`src/rtl/mem_access_ctrl_pkg.sv`:
```
// Shared types and constants for the MEM-stage data-memory access sequencer.
// Build option: MEM_TIMEOUT_EN enables the REQ timeout (see mem_access_ctrl.sv).
package mem_access_ctrl_pkg;

    localparam int unsigned WORD_WIDTH = 32;
    localparam logic [WORD_WIDTH-1:0] ZERO_WORD = '0;

    // Encodings kept fixed so waveforms match the documented state values.
    typedef enum logic [1:0] {
        MacIdle = 2'd0,
        MacReq  = 2'd1,
        MacDone = 2'd2
    } mac_state_e;

endpackage

```
`src/rtl/mem_timeout_cnt.sv`:
```
// REQ-phase wait counter with synchronous clear, enable and terminal-count flag.
// Only instantiated when MEM_TIMEOUT_EN is defined.
module mem_timeout_cnt #(
    parameter int unsigned MaxCount = 255
) (
    input  logic clk_i,
    input  logic rst_ni,
    input  logic clr_i,
    input  logic en_i,
    output logic tc_o
);

    localparam int unsigned CntW = (MaxCount > 1) ? $clog2(MaxCount) : 1;

    logic [CntW-1:0] cnt_q, cnt_d;

    // Next count: clear has priority over increment.
    always_comb begin
        cnt_d = cnt_q;
        if (clr_i) begin
            cnt_d = '0;
        end else if (en_i) begin
            cnt_d = cnt_q + 1'b1;
        end
    end

    // Count register.
    always_ff @(posedge clk_i or negedge rst_ni) begin
        if (!rst_ni) begin
            cnt_q <= '0;
        end else begin
            cnt_q <= cnt_d;
        end
    end

    // Last allowed REQ cycle.
    assign tc_o = (cnt_q == CntW'(MaxCount - 1));

endmodule

```
`src/rtl/mem_access_ctrl.sv`:
```
// MEM-stage data-memory access sequencer: req/ack handshake with a
// variable-latency memory, pipeline freeze while the access is in flight and
// write-enable gating so MEM/WB sees exactly one write per instruction.
// Build option: define MEM_TIMEOUT_EN to abandon a request after
// TIMEOUT_CYCLES REQ cycles and pulse mem_err; otherwise REQ waits forever.
module mem_access_ctrl
    import mem_access_ctrl_pkg::*;
#(
    parameter int unsigned TIMEOUT_CYCLES = 255
) (
    input  logic                  clk,
    input  logic                  rst,
    input  logic                  memReadM,
    input  logic                  memWriteM,
    input  logic [WORD_WIDTH-1:0] aluOutM,
    input  logic [WORD_WIDTH-1:0] writeDataM,
    input  logic                  Regfile_weM,
    output logic                  dmem_req,
    output logic                  dmem_we,
    output logic [WORD_WIDTH-1:0] dmem_addr,
    output logic [WORD_WIDTH-1:0] dmem_wdata,
    input  logic                  dmem_ack,
    input  logic [WORD_WIDTH-1:0] dmem_rdata,
    output logic                  stallF,
    output logic                  stallD,
    output logic                  stallE,
    output logic                  stallM,
    output logic                  Regfile_weMG,
    output logic [WORD_WIDTH-1:0] readDataM,
    output logic                  mem_err
);

    mac_state_e            state_q, state_d;
    logic                  req_q, req_d;
    logic                  we_q, we_d;
    logic [WORD_WIDTH-1:0] addr_q, addr_d;
    logic [WORD_WIDTH-1:0] wdata_q, wdata_d;
    logic [WORD_WIDTH-1:0] rdata_q, rdata_d;
    logic                  err_q, err_d;
    logic                  acc;
    logic                  stall;
    logic                  timeout;

    assign acc = memReadM | memWriteM;

`ifdef MEM_TIMEOUT_EN
    logic cnt_clr;
    logic cnt_en;

    assign cnt_clr = (state_q == MacIdle) && acc;
    assign cnt_en  = (state_q == MacReq);

    mem_timeout_cnt #(
        .MaxCount (TIMEOUT_CYCLES)
    ) u_timeout_cnt (
        .clk_i  (clk),
        .rst_ni (rst),
        .clr_i  (cnt_clr),
        .en_i   (cnt_en),
        .tc_o   (timeout)
    );
`else
    logic unused_timeout_cycles;

    assign unused_timeout_cycles = ^TIMEOUT_CYCLES;
    assign timeout               = 1'b0;
`endif

    // Next-state and handshake register updates.
    always_comb begin
        state_d = state_q;
        req_d   = req_q;
        we_d    = we_q;
        addr_d  = addr_q;
        wdata_d = wdata_q;
        rdata_d = rdata_q;
        err_d   = 1'b0;
        unique case (state_q)
            MacIdle: begin
                if (acc) begin
                    addr_d  = aluOutM;
                    wdata_d = writeDataM;
                    we_d    = memWriteM;
                    req_d   = 1'b1;
                    state_d = MacReq;
                end
            end
            MacReq: begin
                // Ack wins over a timeout landing on the same cycle.
                if (dmem_ack) begin
                    req_d = 1'b0;
                    if (!we_q) begin
                        rdata_d = dmem_rdata;
                    end
                    state_d = MacDone;
                end else if (timeout) begin
                    req_d   = 1'b0;
                    rdata_d = ZERO_WORD;
                    err_d   = 1'b1;
                    state_d = MacDone;
                end
            end
            MacDone: begin
                state_d = MacIdle;
            end
            default: begin
                state_d = MacIdle;
                req_d   = 1'b0;
            end
        endcase
    end

    // State and handshake registers; reset drops any in-flight access.
    always_ff @(posedge clk or negedge rst) begin
        if (!rst) begin
            state_q <= MacIdle;
            req_q   <= 1'b0;
            we_q    <= 1'b0;
            addr_q  <= ZERO_WORD;
            wdata_q <= ZERO_WORD;
            rdata_q <= ZERO_WORD;
            err_q   <= 1'b0;
        end else begin
            state_q <= state_d;
            req_q   <= req_d;
            we_q    <= we_d;
            addr_q  <= addr_d;
            wdata_q <= wdata_d;
            rdata_q <= rdata_d;
            err_q   <= err_d;
        end
    end

    // Freeze the front of the pipe until the DONE cycle releases it.
    always_comb begin
        stall        = acc && (state_q != MacDone);
        stallF       = stall;
        stallD       = stall;
        stallE       = stall;
        stallM       = stall;
        Regfile_weMG = Regfile_weM && !stall;
    end

    assign dmem_req   = req_q;
    assign dmem_we    = we_q;
    assign dmem_addr  = addr_q;
    assign dmem_wdata = wdata_q;
    assign readDataM  = rdata_q;
    assign mem_err    = err_q;

endmodule

```
`config.mk`:
```
export PLATFORM = sky130hd
export DESIGN_NAME = mem_access_ctrl
export DESIGN_NICKNAME = d
export VERILOG_FILES = /design/src/rtl/mem_access_ctrl_pkg.sv /design/src/rtl/mem_timeout_cnt.sv /design/src/rtl/mem_access_ctrl.sv
export SDC_FILE = /design/constraint.sdc
export NUM_CORES = 1
export LEC_CHECK = 0
export ABC_AREA = 1
export ABC_CLOCK_PERIOD_IN_PS = 1800
export CAP_MARGIN = 30
export CELL_PAD_IN_SITES_DETAIL_PLACEMENT = 1
export CELL_PAD_IN_SITES_GLOBAL_PLACEMENT = 2
export CORE_ASPECT_RATIO = 2
export CORE_MARGIN = 2
export CORE_UTILIZATION = 24
export DETAILED_ROUTE_END_ITERATION = 16
export HOLD_SLACK_MARGIN = 0.02
export PLACE_DENSITY = 0.95
export SLEW_MARGIN = 20
export SYNTH_ARGS = -nofsm -noshare
export SYNTH_HDL_FRONTEND = slang
export SYNTH_SLANG_ARGS = --single-unit
```
`constraint.sdc`:
```
create_clock -name clk -period 1.8 [get_ports clk]
set_input_delay 0.36 -clock clk [delete_from_list [all_inputs] [get_ports clk]]
set_output_delay 0.36 -clock clk [all_outputs]
set_load 0.01 [all_outputs]
```
==> results.txt <==
* Reg-to-reg slack, setup: 0.35 ns
- The path class of the tightest hold or removal check is in -> async.
- Sorting the synthesized cells by area gives the leading types as sky130_fd_sc_hd__dfrtp_1 62%, sky130_fd_sc_hd__nand2_1 19%, sky130_fd_sc_hd__nand3_1 12%.
- Total I/O pin count: 206
- Fraction of final layout cells sized beyond drive strength 1: 6.78%
* Clock slew at reported path FFs: 0.07 ns
- Die area: 0.0180 mm^2
- Largest vdd supply drop: 703 uV
* Crit-path cells: clkdlybuf4s50_1, inv_1, nand2_2, clkbuf_8, nand2_2, buf_12, nand2_1, nand2_1
- Sink Count: 100
* Number of H-tree levels: 3
* Number of maximum-capacitance constraint violations: 0
- Largest area contributor in the synthesized netlist: sky130_fd_sc_hd__dfrtp_1
- The critical path is of the in -> reg type.
* Number of antenna violations at the first check in global routing: 0
- Count of endpoints failing setup in the final report: 0
- The repair_antennas step left the layout with diodes totalling 0.
* Required time of the worst setup path: 2.03 ns
- Number of cells produced by synthesis: 446
* Buffer cell driving the clock tree root: sky130_fd_sc_hd__clkbuf_16
- Type of origin of the critical path: primary input
* Width of the die: 96.0 um
- met2 is the most crowded layer.
- The synthesized netlist occupies a cell area of 0.00406 mm^2.
- Share of the cycle needed by the critical path after routing: 94.8%
* Largest net degree at the start of global routing: 66
- The routed layout has 3834 vias.
* Delay of the slowest cell on the worst path: 0.49 ns
- Counting along the longest clock path gives a buffer depth of 2.
- Leading cell types by count after synthesis: 201 x sky130_fd_sc_hd__nand2_1, 100 x sky130_fd_sc_hd__dfrtp_1, 96 x sky130_fd_sc_hd__nand3_1
* Count of standard-cell rows: 67
- Number of warnings printed during yosys synthesis: 0
* Average wire per cell in the routed design: 17.1 um
* Total Nets Final: 746
* Beginning of the critical path: memWriteM
* Insertion delay of the later-clocked pin in the worst-skew pair: 0.34 ns
* EDFF count, synth: 0
* PnR worst setup slack: 0.0928 ns
- Dividing total power by cell area gives a power density of 1740 mW/mm^2.
* Largest driver fanout on the critical path: 65
* Origin of the critical flop-to-flop path: state_q[1]$_DFFE_PN0P_
* Yosys cell types: 16
- After layout, the minimum clock period comes to 1.71 ns.
- Number of vias per cell after detailed routing: 4.48
- The number of endpoints with negative hold slack in the final report was 0.
- In this run the static leakage power is 0.00317 uW.
- Measured along the y axis, the die boundary spans 188 um.
- Global-route wire length before repair: 23000 um
- In this run the remaining antenna-violating nets after routing total 0.
- Crit. End Element: flip-flop
- After routing, the total negative slack on setup checks comes to 0 ns.
- After synthesis, flip-flops and latches occupy 61.6% of the total area.
- For met1 alone, demand over resource in global routing was 16.6%.
- In this run the tool buffered the top-level ports with 204 buffer cells.
- In this design, the largest share of critical-path delay is due to buffers and inverters.
- Initial DRC count: 74
- Reg-to-reg endpoint: dmem_wdata[26]$_DFFE_PN0P_
- Combined global-route utilization of all metal layers: 16.8%
- Derived from the worst setup path, the maximum achievable clock frequency is 0.586 GHz.
* Drt first pass iters: 4
- Fin. max-slew vios: 0
- Synthesis-stage register bit count: 100
- GRT met3 Usage: 3.66%
* Post-placement setup slack: -0.433 ns
- Max Clock Skew: 0.00604 ns
- TritonCTS built the clock tree.
- Setup repair after global routing missed its margin: false
* Global placement routability congestion: 0.773
* Arrival time worst endpoint: 1.93 ns
- The initial utilization of the core area, before any placement, comes to 24.3%.
* Sum of net half-perimeters after detailed placement: 11400 um
- By instance count, the leading cell after synthesis is sky130_fd_sc_hd__nand2_1.
- Post-synthesis net count: 548
- In this run the biggest area consumer among cell types represents 61.6% of the synthesized area.
- Met2 capacity usage during global routing: 31.0%
- Among all flip-flop cells after synthesis, the most frequent one is sky130_fd_sc_hd__dfrtp_1.
- Mean area per synthesized cell: 9.11 um^2
- The number of cells on the worst reg-to-reg path is 5.
* Run status: complete, no violations
- Cell type of the slowest stage on the worst timing path: sky130_fd_sc_hd__clkdlybuf4s50_1
- The via count of the first global-routing pass was 4343.
- Counting the buffers created by CTS gives 9.
* Async set-reset flop share out of synthesis: 100%
- The total area inside the core boundary comes to 0.0167 mm^2.
* Grt ovf: 0
* End point of the critical path: dmem_wdata[26]$_DFFE_PN0P_
* Total stage count of the critical path: 8
* Area growth from synthesis to final layout: 62.3%
* WP buf/inv: 4
* DRC violations left: 0
- Wires add up to 14600 um.
## cell usage in the layout (no fill, tap or decap), drive strengths merged
master,netlist,routed
dfrtp,100,100
buf,33,16
and2,1,1
dlygate4sd3,0,1
clkinv,0,3
bufinv,0,2
nand2,203,203
clkdlybuf4s50,0,198
clkbuf,1,17
conb,1,1
nor2,4,4
nand3,96,96
inv,5,5
nor3,1,1
o21ai,1,1
## per-layer routing
layer / share of wire (%) / routed length (um)
met5: 0 / 0
met4: 4.5 / 664
met3: 5.1 / 745
met2: 56 / 8260
met1: 34 / 4970
## state kept, by name, indices dropped and copies added (netlist names)
register / flops
state_q: 2
readDataM: 32
dmem_wdata: 32
dmem_req: 1
dmem_addr: 32
dmem_we: 1
## cell families (layout without fill, tap and decap cells)
logic type             after synthesis  after routing  synth area share [%]
other                                1              1                0.0923
AOI/OAI and AO/OA                    1              1                 0.123
DFF                                100            100                  61.6
and+or+nand+nor                    305            305                  31.7
buffers and inverters               39            242                  6.50
## repair_timing
item / 4_1_cts / 5_1_grt
hold buffers: 1 / 0
endpoints found under the hold margin: 5 / 0
setup endpoints to repair: 60 / 70
resized for setup: 6 / 13
setup buffers: 0 / 0
## area by class of cell
class	count	area (um^2)
Timing Repair Buffer	221	2190
Tap cell	207	259
Sequential cell	100	2500
Inverter	5	18.8
Clock inverter	5	75.1
Fill cell	1909	10100
Clock buffer	11	243
Multi-Input combinational cell	307	1310
## report_power, final
group	total [uW]	internal [uW]	switching, uW
Combinational	5430	2700	2730
Clock	2090	1250	836
Sequential	3940	3320	621
## worst min path at each step
stage                                  to  slack, ns  cells after the start
4_1_cts        dmem_wdata[13]$_DFFE_PN0P_       0.38                      2
3_3_place_gp   dmem_wdata[15]$_DFFE_PN0P_       0.20                      1
3_5_place_dp   dmem_wdata[15]$_DFFE_PN0P_       0.20                      1
5_1_grt        dmem_wdata[13]$_DFFE_PN0P_       0.39                      2
6_report       dmem_wdata[13]$_DFFE_PN0P_       0.39                      2
2_1_floorplan    dmem_addr[0]$_DFFE_PN0P_       0.06                      0
## metrics by stage
step,total power [uW],area (um^2),util (%),hold WS [ns],std cells
after CTS,11700,6600,39.6,0.380,856
after global placement,9250,6280,37.6,0.203,839
after floorplan,6370,4060,-,0.0644,446
final,11500,6590,39.5,0.387,856
after global routing,12300,6590,39.5,0.394,856
after detailed placement,9540,6280,37.6,0.202,839
Power figures use the tool's default switching activity.
